==> src/rtl/mux_rr_arbiter_if.sv <==
// Bundle between four requesters and the round-robin mux arbiter.
// The master side presents requests and data; the slave side returns grant and muxed data.
interface mux_rr_arbiter_if #(
  parameter int DW = 1
);
  logic [3:0]      req;
  logic [4*DW-1:0] data;
  logic [3:0]      gnt;
  logic [1:0]      sel;
  logic [DW-1:0]   dout;
  logic            dout_valid;
  logic            busy;

  modport master (
    output req, data,
    input  gnt, sel, dout, dout_valid, busy
  );

  modport slave (
    input  req, data,
    output gnt, sel, dout, dout_valid, busy
  );
endinterface

==> src/rtl/mux_rr_arbiter.sv <==
// Round-robin arbiter driving a shared 4:1 mux: registered one-hot grant and select,
// a registered mux output with a valid flag, and a hold limit when others are waiting.
module mux_rr_arbiter #(
  parameter int DW       = 1,
  parameter int MAX_HOLD = 4
) (
  input logic              clk,
  input logic              rst,
  mux_rr_arbiter_if.slave  bus
);

  typedef enum logic {IDLE, GRANT} state_t;

  localparam logic [3:0] HOLD_MAX = 4'(MAX_HOLD);

  state_t        state, state_n;
  logic [1:0]    ptr, ptr_n;
  logic [3:0]    hold_cnt, hold_n;
  logic [3:0]    gnt_r, gnt_n;
  logic [1:0]    sel_r, sel_n;
  logic [DW-1:0] dout_r;
  logic          valid_r;
  logic          busy_r;

  logic [3:0]    others;
  logic          release_g;
  logic [2:0]    pick_idle, pick_rel;

  // Returns {found, index}: first set bit scanning p+1 .. p+4 (mod 4).
  function automatic logic [2:0] pick(input logic [3:0] r, input logic [1:0] p);
    logic [2:0] res;
    logic [1:0] idx;
    res = '0;
    for (int i = 1; i <= 4; i++) begin
      idx = p + 2'(i);
      if (!res[2] && r[idx]) res = {1'b1, idx};
    end
    return res;
  endfunction

  // NOTE: every signal written here gets a default first, so no path leaves it unassigned and no latch is inferred.
  always_comb begin
    state_n   = state;
    ptr_n     = ptr;
    hold_n    = hold_cnt;
    gnt_n     = gnt_r;
    sel_n     = sel_r;

    others    = bus.req & ~gnt_r;
    release_g = !bus.req[sel_r] || ((hold_cnt == HOLD_MAX) && (|others));
    pick_idle = pick(bus.req, ptr);
    pick_rel  = pick(others, sel_r);

    case (state)
      IDLE: begin
        gnt_n = '0;
        if (pick_idle[2]) begin
          state_n = GRANT;
          gnt_n   = 4'b0001 << pick_idle[1:0];
          sel_n   = pick_idle[1:0];
          hold_n  = 4'd1;
        end
      end
      GRANT: begin
        if (release_g) begin
          ptr_n = sel_r;
          // The releasing requester is excluded, so a drop-and-reassert cannot win straight back.
          if (pick_rel[2]) begin
            gnt_n  = 4'b0001 << pick_rel[1:0];
            sel_n  = pick_rel[1:0];
            hold_n = 4'd1;
          end else begin
            state_n = IDLE;
            gnt_n   = '0;
            hold_n  = '0;
          end
        end else if (hold_cnt == HOLD_MAX) begin
          hold_n = 4'd1;
        end else begin
          hold_n = hold_cnt + 4'd1;
        end
      end
      default: begin
        state_n = IDLE;
        gnt_n   = '0;
      end
    endcase
  end

  // NOTE: sequential state uses non-blocking assignments so every register samples pre-edge values.
  always_ff @(posedge clk or posedge rst) begin
    if (rst) begin
      state    <= IDLE;
      ptr      <= 2'd3;
      hold_cnt <= '0;
      gnt_r    <= '0;
      sel_r    <= '0;
      dout_r   <= '0;
      valid_r  <= 1'b0;
      busy_r   <= 1'b0;
    end else begin
      state    <= state_n;
      ptr      <= ptr_n;
      hold_cnt <= hold_n;
      gnt_r    <= gnt_n;
      sel_r    <= sel_n;
      busy_r   <= (state_n == GRANT);
      valid_r  <= |gnt_r;
      if (|gnt_r) dout_r <= bus.data[int'(sel_r)*DW +: DW];
    end
  end

  assign bus.gnt        = gnt_r;
  assign bus.sel        = sel_r;
  assign bus.dout       = dout_r;
  assign bus.dout_valid = valid_r;
  assign bus.busy       = busy_r;

endmodule

==> src/flat_wrapper.sv <==
// flat-port wrapper written by rule: the top's interface ports become plain ports
module mux_rr_arbiter_flat 
#(
  parameter int DW       = 1,
  parameter int MAX_HOLD = 4
)
  (clk, rst, bus_req, bus_data, bus_gnt, bus_sel, bus_dout, bus_dout_valid, bus_busy);
  mux_rr_arbiter_if #(.DW(DW)) bus_i ();
  input logic clk;
  input logic rst;
  input wire logic [$bits(bus_i.req)-1:0] bus_req;
  input wire logic [$bits(bus_i.data)-1:0] bus_data;
  output wire logic [$bits(bus_i.gnt)-1:0] bus_gnt;
  output wire logic [$bits(bus_i.sel)-1:0] bus_sel;
  output wire logic [$bits(bus_i.dout)-1:0] bus_dout;
  output wire logic [$bits(bus_i.dout_valid)-1:0] bus_dout_valid;
  output wire logic [$bits(bus_i.busy)-1:0] bus_busy;
  assign bus_i.req = bus_req;
  assign bus_i.data = bus_data;
  assign bus_gnt = bus_i.gnt;
  assign bus_sel = bus_i.sel;
  assign bus_dout = bus_i.dout;
  assign bus_dout_valid = bus_i.dout_valid;
  assign bus_busy = bus_i.busy;
  mux_rr_arbiter #(.DW(DW), .MAX_HOLD(MAX_HOLD)) u_core (.clk(clk), .rst(rst), .bus(bus_i));
endmodule
==> config.mk <==
export PLATFORM = sky130hd
export DESIGN_NAME = mux_rr_arbiter_flat
export DESIGN_NICKNAME = d
export VERILOG_FILES = /design/src/rtl/mux_rr_arbiter_if.sv /design/src/rtl/mux_rr_arbiter.sv /design/src/flat_wrapper.sv
export SDC_FILE = /design/constraint.sdc
export NUM_CORES = 1
export LEC_CHECK = 0
export CORE_UTILIZATION = 55
export DETAILED_ROUTE_END_ITERATION = 8
export DONT_BUFFER_PORTS = 1
export HOLD_SLACK_MARGIN = 0.1
export PLACE_DENSITY = 0.7
export REMOVE_ABC_BUFFERS = 1
export SYNTH_ARGS = -nofsm -noshare
export SYNTH_HDL_FRONTEND = slang
export SYNTH_SLANG_ARGS = --single-unit
==> constraint.sdc <==
create_clock -name clk -period 2.3 [get_ports clk]
set_input_delay 0.345 -clock clk [delete_from_list [all_inputs] [get_ports clk]]
set_output_delay 0.345 -clock clk [all_outputs]
set_load 0.03 [all_outputs]
==> metrics.csv <==
metric,value,unit
final core occ,62.87,%
synthesized instance count,105,
Final HPWL DP,1766,µm
clock skew,0.002193,ns
worst r2r path cells,5,
setup TNS,0,ns
Total GRT Usage,24.10,%
grt ovf,0,
TritonCTS clock tree,done,
Slew Limit Fails,0,
slowest cell delay on critical path,0.58,ns
max layer used,met4,
Worst setup SP type,flop,
Yosys warnings,0,
crit path cell chain,and2b_2 > nor4_2 > o211ai_2 > nor4b_1 > a21o_1,
CTS buffer count,3,
predominant post-synthesis flop cell,dfrtp_1,
PD cells,1512,nW/µm²
outcome,completed,
Hold Fails Final Rpt,0,
die width,45.43,µm
Die ar.,2063,µm²
post-synth top area share,31.36,%
final setup vio count,0,
number of port buffers,0,
"count leader, synth",dfrtp_1,
critical path arrival,2.26,ns
met3 wire len,187,µm
peak supply drop,0.0007473,V
Hold WC Path Type,in2reg,
first-pass GRT wire length,3463,µm
Final period util,88.07,%
fraction of layout cells with a size suffix above 1,17.27,%
crit-path max FO,14,
leakage,0.4825,nW
Max Buffers Root-to-Sink,2,
final worst setup slack,0.2744,ns
initial antenna violation count,0,
Tmin final,2.026,ns
Antenna diodes,0,
crit end category,flop,
Commonest cells post-synth,"dfrtp_1, nor2_1, a21oi_1, inv_1, nand2b_1",
Vert. Die Dim,45.43,µm
Ports,19,
FF-to-FF setup slack,0.27,ns
"Area growth, synth to finish",5.790,%
Met1 Routed Length,1055,µm
Slew @ Worst Pin,0.7218,ns
Post-synth EDFFs,0,
DRC viols,0,
RePlAce Congestion,0.8508,
RSZ-0062 raised after global routing,false,
RR Endpoint,u_core.hold_cnt[3],
Clock Sinks,15,
met2 wire length,1123,µm
remaining antenna violation count,0,
"worst slack, placed",0.3217,ns
cell taking the most area after synthesis,dfrtp_1,
WL per Instance,17.73,µm
CTS root buf,clkbuf_4,
routed wire length,2393,µm
Avg Synthesized Cell Area,9.879,µm²
Hold EP,u_core.bus.dout,
number of global-route vias before repair,759,
clock slew at reported path FFs,0.09,ns
fmax,493.7,MHz
Worst R2R Start,u_core.bus.gnt[0],
core footprint,1745,µm²
data required time of the worst path,2.53,ns
Max Cap Violations,0,
htree depth,1,
"Seq/Total Area, Yosys",36.43,%
"top cells by area, synth","dfrtp_1, dfstp_2, a21oi_1",
largest net degree at the start of global routing,16,
Worst path slowest cell,dfrtp_1,
Hold Path Depth,2,
Vias/cell,6.607,
drt first pass iters,4,
Slew HR,51.51,%
library cells used by synthesis,45,
Initial Util,59.43,%
startpoint of the worst hold path,bus_data[3],
synthesis-stage register bit count,15,
post-synthesis instance area,1037,µm²
Post-CTS Setup Inserts,0,
row cnt,15,
Synth async-reset ratio,100.0,%
first-iteration detailed-routing DRC count,25,
Vias,892,
kind of critical path,reg2reg,
clk_lat worst skew,0.29,ns
Final nets,123,
worst max-delay path by stage:
stage / startpoint / end / slack, ns / cells after the start
2_1_floorplan: u_core.bus.sel[1] / u_core.bus.sel[1] / 0.40 / 3
3_3_place_gp: u_core.bus.gnt[0] / u_core.hold_cnt[3] / 0.42 / 5
3_5_place_dp: u_core.bus.gnt[0] / u_core.hold_cnt[3] / 0.32 / 5
4_1_cts: u_core.bus.gnt[0] / u_core.hold_cnt[3] / 0.30 / 5
5_1_grt: u_core.bus.gnt[0] / u_core.hold_cnt[3] / 0.15 / 5
6_report: u_core.bus.gnt[0] / u_core.hold_cnt[3] / 0.27 / 5
cells by family (layout without fill, tap and decap cells):
family                   count (synthesis)  in the layout  synth area share [%]
AND/OR/NAND/NOR                         43             43                 25.45
AO/OA/AOI/OAI                           29             29                 20.99
flip-flops                              15             15                 36.43
buffers and inverters                   10             15                 5.789
multiplexers                             6              6                 8.927
adder cells (fa/ha/maj)                  2              2                 2.412
sequential cells by signal, indices dropped and copies added, names as in the netlist:
register / count
u_core.bus.sel: 2
u_core.bus.dout: 1
u_core.bus.gnt: 4
u_core.ptr: 2
u_core.hold_cnt: 4
u_core.bus.dout_valid: 1
u_core.state: 1
per-stage QoR:
stage | power, mW | hold WS (ns) | cell area (µm²) | cells
floorplan | 1.256 | 0.2450 | 999.7 | 101
global placement | 1.464 | 0.3183 | 1061 | 130
detailed placement | 1.487 | 0.3183 | 1061 | 130
CTS | 1.648 | 0.4233 | 1097 | 135
global route | 1.766 | 0.4312 | 1097 | 135
finish | 1.659 | 0.4158 | 1097 | 135
power breakdown:
part	switching [mW]	internal [mW]	total [mW]	leakage, nW
clock network	0.0895	0.0675	0.157	0.0150
logic	0.462	0.391	0.853	0.291
registers	0.253	0.397	0.650	0.177
what timing repair did:
action                    CTS  global route
resized for setup           0             0
hold buffers                1             0
hold endpoints to repair   13             0
layout by cell type, fill, tap and decap left out, drive strengths merged, types with 2 or more instances in the layout:
cell and count:
nor3b 2, a21oi 7, dfrtp 13, nand2 2, buf 4, and2b 2
dfstp 2, nor2 9, nor2b 4, inv 6, a21o 3, o41ai 2
or2 2, a32oi 2, o31ai 3, mux4 2, mux2 3, ha 2
o221ai 2, and3b 2, o21ai 3, nand3 4, and3 2, o22ai 2
nand2b 5, clkbuf 4, nor3 2
layout make-up:
cell class | instances | area, µm²
Inverter | 6 | 22.52
Sequential cell | 15 | 377.9
Fill cell | 153 | 648.1
Timing Repair Buffer | 5 | 40.04
Multi-Input combinational cell | 80 | 599.3
Tap cell | 25 | 31.28
Clock buffer | 4 | 26.28
worst max-delay path: cells and delay by family (launching register included):
kind,cells,cell delay (ns)
flip-flops,1,0.58
AO/OA/AOI/OAI,2,0.41
AND/OR/NAND/NOR,3,0.98
layer usage:
layer | vias to the layer above | track usage, %
met5 | - | 0
met4 | 0 | 7.273
met3 | 5 | 7.143
met2 | 42 | 36.57
met1 | 438 | 33.08
li1 | 407 | -
Note: power is estimated with default switching activity, not from simulation.
